==> src/rtl/serial_receiver.sv <==
// serial_receiver: deserialises a frame-strobe / bit-clock / data link into parallel words.
// Define SERIAL_RECEIVER_PARITY_EN to expect a trailing even-parity bit and expose parity_error.
module serial_receiver #(
  parameter int WIDTH = 8,
  parameter int COUNT_WIDTH = 8
) (
  input  logic                   clk,
  input  logic                   reset,
  input  logic                   transmission,
  input  logic                   transmission_clock,
  input  logic                   in_data,
  output logic [WIDTH-1:0]       out_data,
  output logic                   out_valid,
  output logic                   frame_error,
`ifdef SERIAL_RECEIVER_PARITY_EN
  output logic                   parity_error,
`endif
  output logic [COUNT_WIDTH-1:0] frame_count,
  output logic                   busy
);
`ifdef SERIAL_RECEIVER_PARITY_EN
  localparam int FRAME_BITS = WIDTH + 1;
`else
  localparam int FRAME_BITS = WIDTH;
`endif
  localparam int SW = FRAME_BITS - 1;
  localparam int BW = $clog2(FRAME_BITS + 1);
  typedef enum logic [1:0] {IDLE, RECEIVE, WAIT_END} state_t;
  state_t state, state_n;
  logic [1:0] tx_sy, sclk_sy, data_sy, prime;
  logic tx_s, sclk_s, data_s, sclk_d, sclk_rise, armed;
  logic [BW-1:0] bit_cnt;
  logic [SW-1:0] shreg;
  logic [WIDTH-1:0] word;
  logic good, start, shift, last, short_err, extra_err;
  assign tx_s = tx_sy[1];
  assign sclk_s = sclk_sy[1];
  assign data_s = data_sy[1];
  assign sclk_rise = sclk_s & ~sclk_d;
  assign busy = state != IDLE;
`ifdef SERIAL_RECEIVER_PARITY_EN
  assign word = shreg;
  assign good = ~^{shreg, data_s};
`else
  assign word = {shreg, data_s};
  assign good = 1'b1;
`endif
  always_comb begin
    state_n = state;
    start = 1'b0;
    shift = 1'b0;
    last = 1'b0;
    short_err = 1'b0;
    extra_err = 1'b0;
    case (state)
      IDLE: if (tx_s && armed) begin
        state_n = RECEIVE;
        start = 1'b1;
      end
      RECEIVE: if (!tx_s) begin
        short_err = 1'b1;
        state_n = IDLE;
      end else if (sclk_rise) begin
        shift = 1'b1;
        last = bit_cnt == BW'(FRAME_BITS - 1);
        state_n = last ? WAIT_END : RECEIVE;
      end
      WAIT_END: if (!tx_s) state_n = IDLE;
                else extra_err = sclk_rise;
      default: state_n = IDLE;
    endcase
  end
  // prime masks the synchroniser's post-reset zeros so a frame in flight at reset release cannot arm
  always_ff @(posedge clk) begin
    if (reset) begin
      tx_sy <= '0;
      sclk_sy <= '0;
      data_sy <= '0;
      prime <= '0;
      sclk_d <= 1'b0;
      armed <= 1'b0;
      state <= IDLE;
      bit_cnt <= '0;
      shreg <= '0;
      out_data <= '0;
      out_valid <= 1'b0;
      frame_error <= 1'b0;
      frame_count <= '0;
`ifdef SERIAL_RECEIVER_PARITY_EN
      parity_error <= 1'b0;
`endif
    end else begin
      tx_sy <= {tx_sy[0], transmission};
      sclk_sy <= {sclk_sy[0], transmission_clock};
      data_sy <= {data_sy[0], in_data};
      prime <= {prime[0], 1'b1};
      sclk_d <= sclk_s;
      armed <= armed | (~tx_s & prime[1]);
      state <= state_n;
      bit_cnt <= start ? '0 : shift ? bit_cnt + 1'b1 : bit_cnt;
      shreg <= start ? '0 : shift ? {shreg[SW-2:0], data_s} : shreg;
      out_valid <= last & good;
      out_data <= last & good ? word : out_data;
      frame_count <= last & good ? frame_count + 1'b1 : frame_count;
      frame_error <= short_err | extra_err;
`ifdef SERIAL_RECEIVER_PARITY_EN
      parity_error <= last & ~good;
`endif
    end
  end
endmodule
==> config.mk <==
export PLATFORM = sky130hd
export DESIGN_NAME = serial_receiver
export DESIGN_NICKNAME = d
export VERILOG_FILES = /design/src/rtl/serial_receiver.sv
export SDC_FILE = /design/constraint.sdc
export NUM_CORES = 1
export LEC_CHECK = 0
export CORE_UTILIZATION = 53
export CTS_CLUSTER_DIAMETER = 80
export DETAILED_ROUTE_END_ITERATION = 12
export PLACE_DENSITY = 0.78
export SYNTH_ARGS = -nofsm -noshare
export SYNTH_HDL_FRONTEND = slang
export SYNTH_SLANG_ARGS = --single-unit
==> constraint.sdc <==
create_clock -name clk -period 1.7 [get_ports clk]
set_input_delay 0.17 -clock clk [delete_from_list [all_inputs] [get_ports clk]]
set_output_delay 0.17 -clock clk [all_outputs]
set_load 0.01 [all_outputs]
After elaboration in Yosys (flattened, before gate mapping)
Index checks and enable logic that the tools add are counted.
Cells by class
  $add $sub $neg: 2
  equality and inequality tests: 6
  muxes and demuxes: 19
  bitwise logic cells: 6
  reduce and logical (&&, ||, !) cells: 5
Operator list (count)
  two-way mux 1 bit: 13
  two-way mux 2 bit: 5
  adder 8 x 1 -> 8 bit (second input constant): 1
  case mux 2 bit (3 select lines): 1
  adder 4 x 1 -> 4 bit (second input constant): 1
  equality test 4 x 3 -> 1 bit (second input constant): 1
  != test 2 bit (second input constant): 2
  != test 3 bit (second input constant): 1
  AND reduction 3 bit: 1
  AND 1 bit: 2
  equality test 2 x 1 -> 1 bit (second input constant): 1
  equality test 2 bit (second input constant): 1
  zero test 2 bit: 1
  inverter 1 bit: 2
  bitwise OR 1 bit: 2
  nonzero test 2 bit: 1
  OR reduction 2 bit: 1
  logical AND 1 bit: 1
Storage, ports and cells
  bits in registers: 41
  input bits: 5
  output and inout port bits: 19
  word-level logic and storage cells: 52

Logic depth before layout (Yosys ltp)
Gate-level depths: netlist (run 1).
  depth in word-level cells: 5
  depth in mapped cells: 5
  gate-level depth less buffers: 4

Worst setup path before layout (run 1)
No wires, ideal clock.
  path kind: register to register
  start point: register bit_cnt[0]
  end point: register frame_count[7]
  setup time: 123 ps
  data arrival time: 1395 ps
  required time: 1577 ps
  slack: 181 ps
  stages on the path, launching flop included: 6
  buffers on the path: 1
  period minus slack after synthesis: 1519 ps
  cells stage by stage: dfxtp_1 > ha_1 > nand4b_1 > buf_2 > nor4_1 > mux2_1
On the way
  word-level cells in the longest chain between the ends: 4
RTL lines
  from (decl): RTL line 32  | logic [BW-1:0] bit_cnt;
  from (signal assigned): RTL line 100  | bit_cnt <= start ? '0 : shift ? bit_cnt + 1'b1 : bit_cnt;
  equality test 4 x 3 -> 1 bit: RTL line 65  | last = bit_cnt == BW'(FRAME_BITS - 1);
  two-way mux 1 bit: RTL line 63  | end else if (sclk_rise) begin
  two-way mux 1 bit: RTL line 60  | RECEIVE: if (!tx_s) begin
  two-way mux 1 bit: RTL line 55  | case (state)
  to (signal assigned): RTL line 104  | frame_count <= last & good ? frame_count + 1'b1 : frame_count;
  to (decl): RTL line 18  | output logic [COUNT_WIDTH-1:0] frame_count,
Every way passes these cells.
A chain may end at the register's enable or synchronous reset.

Worst setup path in the final report (run 1)
  start point: register bit_cnt[0]
  end point: register frame_count[6]
Same word-level chain as after synthesis.

==> results of run 1 <==
## power by group
part	total, mW	internal, mW	leakage, nW	switching [mW]
clock	0.655	0.351	0.0455	0.303
combinational	0.0598	0.0255	0.306	0.0343
sequential	0.979	0.972	0.332	0.00724
total	1.69	1.35	0.684	0.345
## cell type report
type,instances,area [um^2]
inverters,6,22.52
multi-input cells,122,747.0
clock buffers,7,55.05
fillers,244,834.6
repair buffers,33,304.0
flip-flops and latches,41,820.8
well taps,31,38.79
clock inverters,1,30.03
## cell families after synthesis
group	after synthesis	share of synthesized area, %
compound gates	53	17.41
fa+ha+maj	2	1.507
buf+inv	21	5.576
flops	41	49.43
mux	3	2.035
simple gates	64	24.04
## final timing paths
check / from / endpoint / slack (ps)
min reg2reg: tx_sy[0] / tx_sy[1] / 450
max reg2reg: bit_cnt[0] / frame_count[6] / 140
min: in_data / data_sy[0] / 370
max: bit_cnt[0] / frame_count[6] / 140
## layout by cell type (no fill, tap or decap)
cell type,instances
nand3b_1,1
nand3_1,13
a31o_2,1
mux2_1,3
clkdlybuf4s50_1,22
o21ai_1,14
o21ai_0,5
clkbuf_8,1
nor4_1,3
dlygate4sd2_1,1
or2_2,1
o31ai_1,5
a2111oi_0,1
bufinv_16,1
clkbuf_4,5
nand4bb_4,1
nor2b_1,14
nor3_1,1
nand2_1,1
or4_1,5
a32oi_1,1
dfxtp_1,41
nor2_1,7
ha_1,2
and3b_1,2
buf_4,10
inv_1,6
clkbuf_1,1
nand4_1,11
nand4b_1,1
a21oi_1,26
nand2b_1,1
or3_1,2
## flip-flops by register name (all words and copies together) (netlist names)
signal,cells
data_sy,2
shreg,7
out_valid,1
frame_count,8
sclk_sy,2
out_data,8
bit_cnt,4
armed,1
tx_sy,2
sclk_d,1
frame_error,1
prime,2
state,2
## cell usage after synthesis
master | instances | area (um^2)
buf_2 | 5 | 25.02
nor4_1 | 3 | 18.77
a21oi_1 | 26 | 130.1
nand2_1 | 1 | 3.750
nand3_1 | 13 | 65.06
or2_2 | 1 | 6.260
a32oi_1 | 1 | 8.760
ha_1 | 2 | 25.02
nand4b_1 | 1 | 8.760
inv_1 | 6 | 22.52
clkbuf_1 | 9 | 33.78
mux2_1 | 3 | 33.78
dfxtp_1 | 41 | 820.8
nor3_1 | 1 | 5.000
a2111oi_0 | 1 | 8.760
or4_1 | 5 | 37.54
buf_6 | 1 | 11.26
nor2b_1 | 14 | 87.58
nand4_1 | 11 | 68.82
and3b_1 | 2 | 17.52
o31ai_1 | 5 | 37.54
nand4bb_4 | 1 | 27.53
nand3b_1 | 1 | 7.510
a31o_2 | 1 | 8.760
or3_1 | 2 | 12.51
nand2b_1 | 1 | 6.260
o21ai_0 | 5 | 25.02
nor2_1 | 7 | 26.28
o21ai_1 | 14 | 70.07
## per-layer routing
metal  share of wire [%]  up-vias  track usage, %
li1                    -      719               -
met1                  45      666           27.45
met2                  47       41           35.80
met3                 5.9       10           6.920
met5                   0        -               0
met4                 2.4        0           9.524
## critical path: stages, from the launching register on
cell,delay (ps)
dfxtp_1,380
ha_1,190
nand4b_1,90
buf_4,170
nor4_1,290
mux2_1,350
## what timing repair did
item,in CTS,in global routing
hold endpoints to repair,0,0
buffers inserted,2,0
gates resized for setup,1,0
hold buffers,0,0
endpoints found under the setup margin,4,0
==> results.tsv, run 1 <==
stage	metric	value	unit
die	DIE AREA	0.003361	mm^2
sta	Final Cycle Share	91.96	%
critical_path	crit path capture type	flop	
cts	# clock sinks	41	
placement	dpl hpwl	2.253	mm
outcome	outcome	finished with violations	
logic_synthesis	synthesized area	0.001660	mm^2
cts	worst-skew pair later-pin latency	350	ps
logic_synthesis	post-synthesis sequential area ratio	49.43	%
placement	GPL Wtd Cong	0.7694	
critical_path	critical path data arrival time	1800	ps
route	vias	1436	
power	P_leak	0.6838	nW
logic_synthesis	Net Count, Synth	191	
global_route	vias in the first global route	1323	
power	maximum VDD drop	805.4	uV
layout	fin cells	241	
route	TritonRoute pass-1 iters	8	
layout	layout cells sized above 1	9.524	%
placement	post-place setup slack	-28.83	ps
die	row count	19	
die	area of the core	0.002853	mm^2
global_route	largest net degree at the start of global routing	20	
layout	Antenna Cells	0	
global_route	global-route wire length before repair	5.706	mm
sta	fin. max-slew vios	0	
route	WL/cell	13.52	um
sta	Setup TNS	0	ps
critical_path	CP Max Fanout	8	
run	Max-Cap Viols	0	
critical_path	FF-to-FF path depth	5	
layout	P&R area growth vs syn	21.55	%
cts	clk buf depth	2	
logic_synthesis	Synth Instances	184	
power	pwr/cell area	839.2	mW/mm^2
layout	Finished Cell Area	0.002018	mm^2
placement	Buffers on Ports	23	
sta	Period minus WS final	1563	ps
cts	H-tree levels	2	
cts	Clock transition at path regs	110	ps
worst_hold_path	Worst Hold Class	input pin to flop	
critical_path	CP Launch Type	flop	
route	Via density	5.959	
critical_path	Crit path required time	1940	ps
sta	worst slew pin tran	637.5	ps
logic_synthesis	syn avg cell area	9.024	um^2
sta	FMAX	0.6397	GHz
layout	nets@finish	216	
sta	final count of negative-setup-slack endpoints	0	
logic_synthesis	Yosys cell types	29	
cts	Clock Tree Root	clkbuf_4	
placement	dpl cells	231	
critical_path	critical path class	flop to flop	
outcome	failing checks	design-rule violations	
die	initial core utilization	58.20	%
cts	CTS tree	built	
logic_synthesis	register bit total from synthesis	41	
sta	Max-slew headroom	57.50	%
logic_synthesis	synth warn	0	
route	DRC viols	2	
placement	cell area after placement	0.001919	mm^2
sta	RSZ-0062 raised after global routing	no	
global_route	GR Overflow Total	0	
worst_hold_path	hold-critical path depth	2	
global_route	GRT Overall Usage	22.20	%
global_route	antenna violations before repair	0	
route	post-route ant nets	0	
sta	Setup WS post-layout	136.7	ps
layout	Core Util, Final	70.75	%
cts	number of CTS-inserted buffers	5	
die	io pins	24	
route	Initial DRC Count	56	
power	total power	1.694	mW
sta	WHS	367.6	ps
die	die extent in y	57.97	um
route	Detailed Route WL	3.259	mm
die	Die X	57.97	um
sta	Final Hold Vio Count	0	
sta	Clock Skew	17.67	ps
(Power assumes the default switching activity.)
==> run 2: changes to the inputs <==
--- a/config.mk
+++ b/config.mk
@@ -7,6 +7,7 @@
 export LEC_CHECK = 0
 export CORE_UTILIZATION = 53
 export CTS_CLUSTER_DIAMETER = 80
+export CTS_CLUSTER_SIZE = 12
 export DETAILED_ROUTE_END_ITERATION = 12
 export PLACE_DENSITY = 0.78
 export SYNTH_ARGS = -nofsm -noshare
==> results of run 2 <==
Same layout as run 1: the final DEF is identical, and so are final timing and power.
==> run 3: changes to the inputs <==
--- a/config.mk
+++ b/config.mk
@@ -10,6 +10,7 @@
 export CTS_CLUSTER_SIZE = 12
 export DETAILED_ROUTE_END_ITERATION = 12
 export PLACE_DENSITY = 0.78
+export REMOVE_ABC_BUFFERS = 1
 export SYNTH_ARGS = -nofsm -noshare
 export SYNTH_HDL_FRONTEND = slang
 export SYNTH_SLANG_ARGS = --single-unit
==> run 3 against run 2 <==
  * The flow still finishes with violations (design-rule violations)
  * Die area stayed put
  * Global-route usage is 1.2 points higher
  * Non-clock buffer count is 1 lower
  * Critical path depth stayed put
  * Sequential share of layout area is 0.51 points higher
  * Cell area is 1.2% lower
  * Via count is 0.28% lower
  * Sequential power hardly changed
  * Clock skew is 15 ps lower
  * Worst hold slack better by 3.0 ps
  * Critical path type unchanged
  * Critical endpoint is now frame_count[7]
  * Largest cell class unchanged
==> results.tsv, run 3 (synthesis results as in run 1) <==
stage	metric	value	unit
power	P_leak	0.6695	nW
power	maximum VDD drop	547.7	uV
die	die extent in y	57.97	um
global_route	antenna violations before repair	0	
power	internal power	1.194	mW
cts	CTS tree	built	
sta	RSZ-0062 raised after global routing	yes	
sta	Final Hold Vio Count	0	
cts	worst-skew pair later-pin latency	340	ps
route	Initial DRC Count	82	
die	initial core utilization	58.20	%
critical_path	critical path data arrival time	1850	ps
layout	most common cell after layout, fill and taps aside	dfxtp_1	
placement	Buffers on Ports	23	
sta	worst slew pin tran	608.1	ps
sta	Max-slew headroom	59.46	%
sta	Setup WS post-layout	93.87	ps
cts	# clock sinks	41	
critical_path	CP Launch Type	flop	
power	Sw Ratio	21.69	%
sta	fin. max-slew vios	0	
layout	area of the multi-input gates	747.0	um^2
global_route	global-route wire length before repair	5.927	mm
global_route	largest net degree at the start of global routing	33	
cts	number of CTS-inserted buffers	5	
placement	dpl hpwl	2.360	mm
global_route	GRT Overall Usage	23.44	%
global_route	vias in the first global route	1433	
die	row count	19	
cts	clk buf depth	2	
route	vias	1432	
layout	# fillers	254	
outcome	outcome	finished with violations	
layout	Sequential Area	820.8	um^2
route	Detailed Route WL	3.403	mm
cts	cts-stage hold buffer count	0	
critical_path	critical path class	flop to flop	
sta	FMAX	0.6226	GHz
route	TritonRoute pass-1 iters	8	
die	io pins	24	
critical_path	Crit path required time	1940	ps
placement	dpl cells	230	
layout	P&R area growth vs syn	20.05	%
sta	Period minus WS final	1606	ps
die	area of the core	0.002853	mm^2
critical_path	CP Max Fanout	8	
layout	fin cells	239	
sta	Final Cycle Share	94.48	%
power	sequential power share	64.2	%
power	pwr/cell area	765.2	mW/mm^2
placement	post-place setup slack	-29.39	ps
run	Max-Cap Viols	0	
layout	Antenna Cells	0	
layout	largest registers	frame_count (8), out_data (8), shreg (7)	
power	Clock Power Share	31.8	%
die	Die X	57.97	um
die	DIE AREA	0.003361	mm^2
route	DRC viols	1	
sta	Clock Skew	2.777	ps
layout	commonest non-fill, non-tap cells in the layout	dfxtp_1, a21oi_1, clkdlybuf4s50_1	
outcome	failing checks	design-rule violations	
cts	H-tree levels	2	
route	WL/cell	14.24	um
power	Switching Power	330.9	uW
placement	GPL Wtd Cong	0.7998	
power	total power	1.525	mW
critical_path	crit path capture type	flop	
route	post-route ant nets	0	
layout	nets@finish	215	
cts	Clock transition at path regs	110	ps
worst_hold_path	Worst Hold Class	input pin to flop	
sta	WHS	370.6	ps
layout	Core Util, Final	69.87	%
power	Comb pwr share	4.0	%
route	Via density	5.992	
cts	Clock Tree Root	clkbuf_4	
global_route	GR Overflow Total	0	
layout	layout cells sized above 1	8.654	%
sta	final count of negative-setup-slack endpoints	0	
## run 3: cell types whose count changed in the layout (fill, tap and decap cells not counted), sizes merged
| cell | before | now |
|---|---|---|
| bufinv | 1 | 0 |
| buf | 10 | 9 |
## run 3: metrics by stage
stage               instance area, um^2  setup TNS (ps)
floorplan                          1590          -471.9
global placement                   1924               0
detailed placement                 1924          -44.45
CTS                                1993               0
global route                       1993          -15.78
finish                             1993               0
## run 3: layout make-up
class | instances | share of cell area [%]
repair buffers | 32 | 15.51
inverters | 6 | 1.130
clock buffers | 7 | 2.762
flip-flops and latches | 41 | 41.18
well taps | 31 | 1.946
multi-input cells | 122 | 37.48
## run 3: path summary, 6_finish.rpt
check                                start  slack [ps]             end  cells past startpoint
worst max-delay path            bit_cnt[0]          90  frame_count[7]                      5
worst min register to register  data_sy[0]         450      data_sy[1]                      1
worst min-delay path               in_data         370      data_sy[0]                      2
worst max register to register  bit_cnt[0]          90  frame_count[7]                      5
## run 3: power groups by stage
| stage | clock, mW | combinational, mW | sequential (mW) |
|---|---|---|---|
| global route | 0.538 | 0.0667 | 0.981 |
| detailed placement | 0 | 0.0612 | 1.00 |
| global placement | 0 | 0.0588 | 1.00 |
| CTS | 0.502 | 0.0614 | 0.979 |
| finish | 0.486 | 0.0605 | 0.979 |
| floorplan | 0 | 0.0252 | 0.999 |
## run 3: metal layers
metal / GRT usage (%) / part of all wire, %
met4: 13.95 / 1.8
met5: 0 / 0
met1: 27.22 / 43
met2: 39.41 / 50
met3: 5.357 / 5.0
## run 3: timing repair
item | 4_1_cts | 5_1_grt
gates resized for setup | 1 | 0
buffers inserted | 2 | 0
endpoints found under the setup margin | 5 | 3
## run 3: critical path, stage by stage (launching register included)
cell	delay, ps
dfxtp_1	390
ha_1	200
nand4b_1	100
buf_4	170
nor4_1	290
mux2_1	350
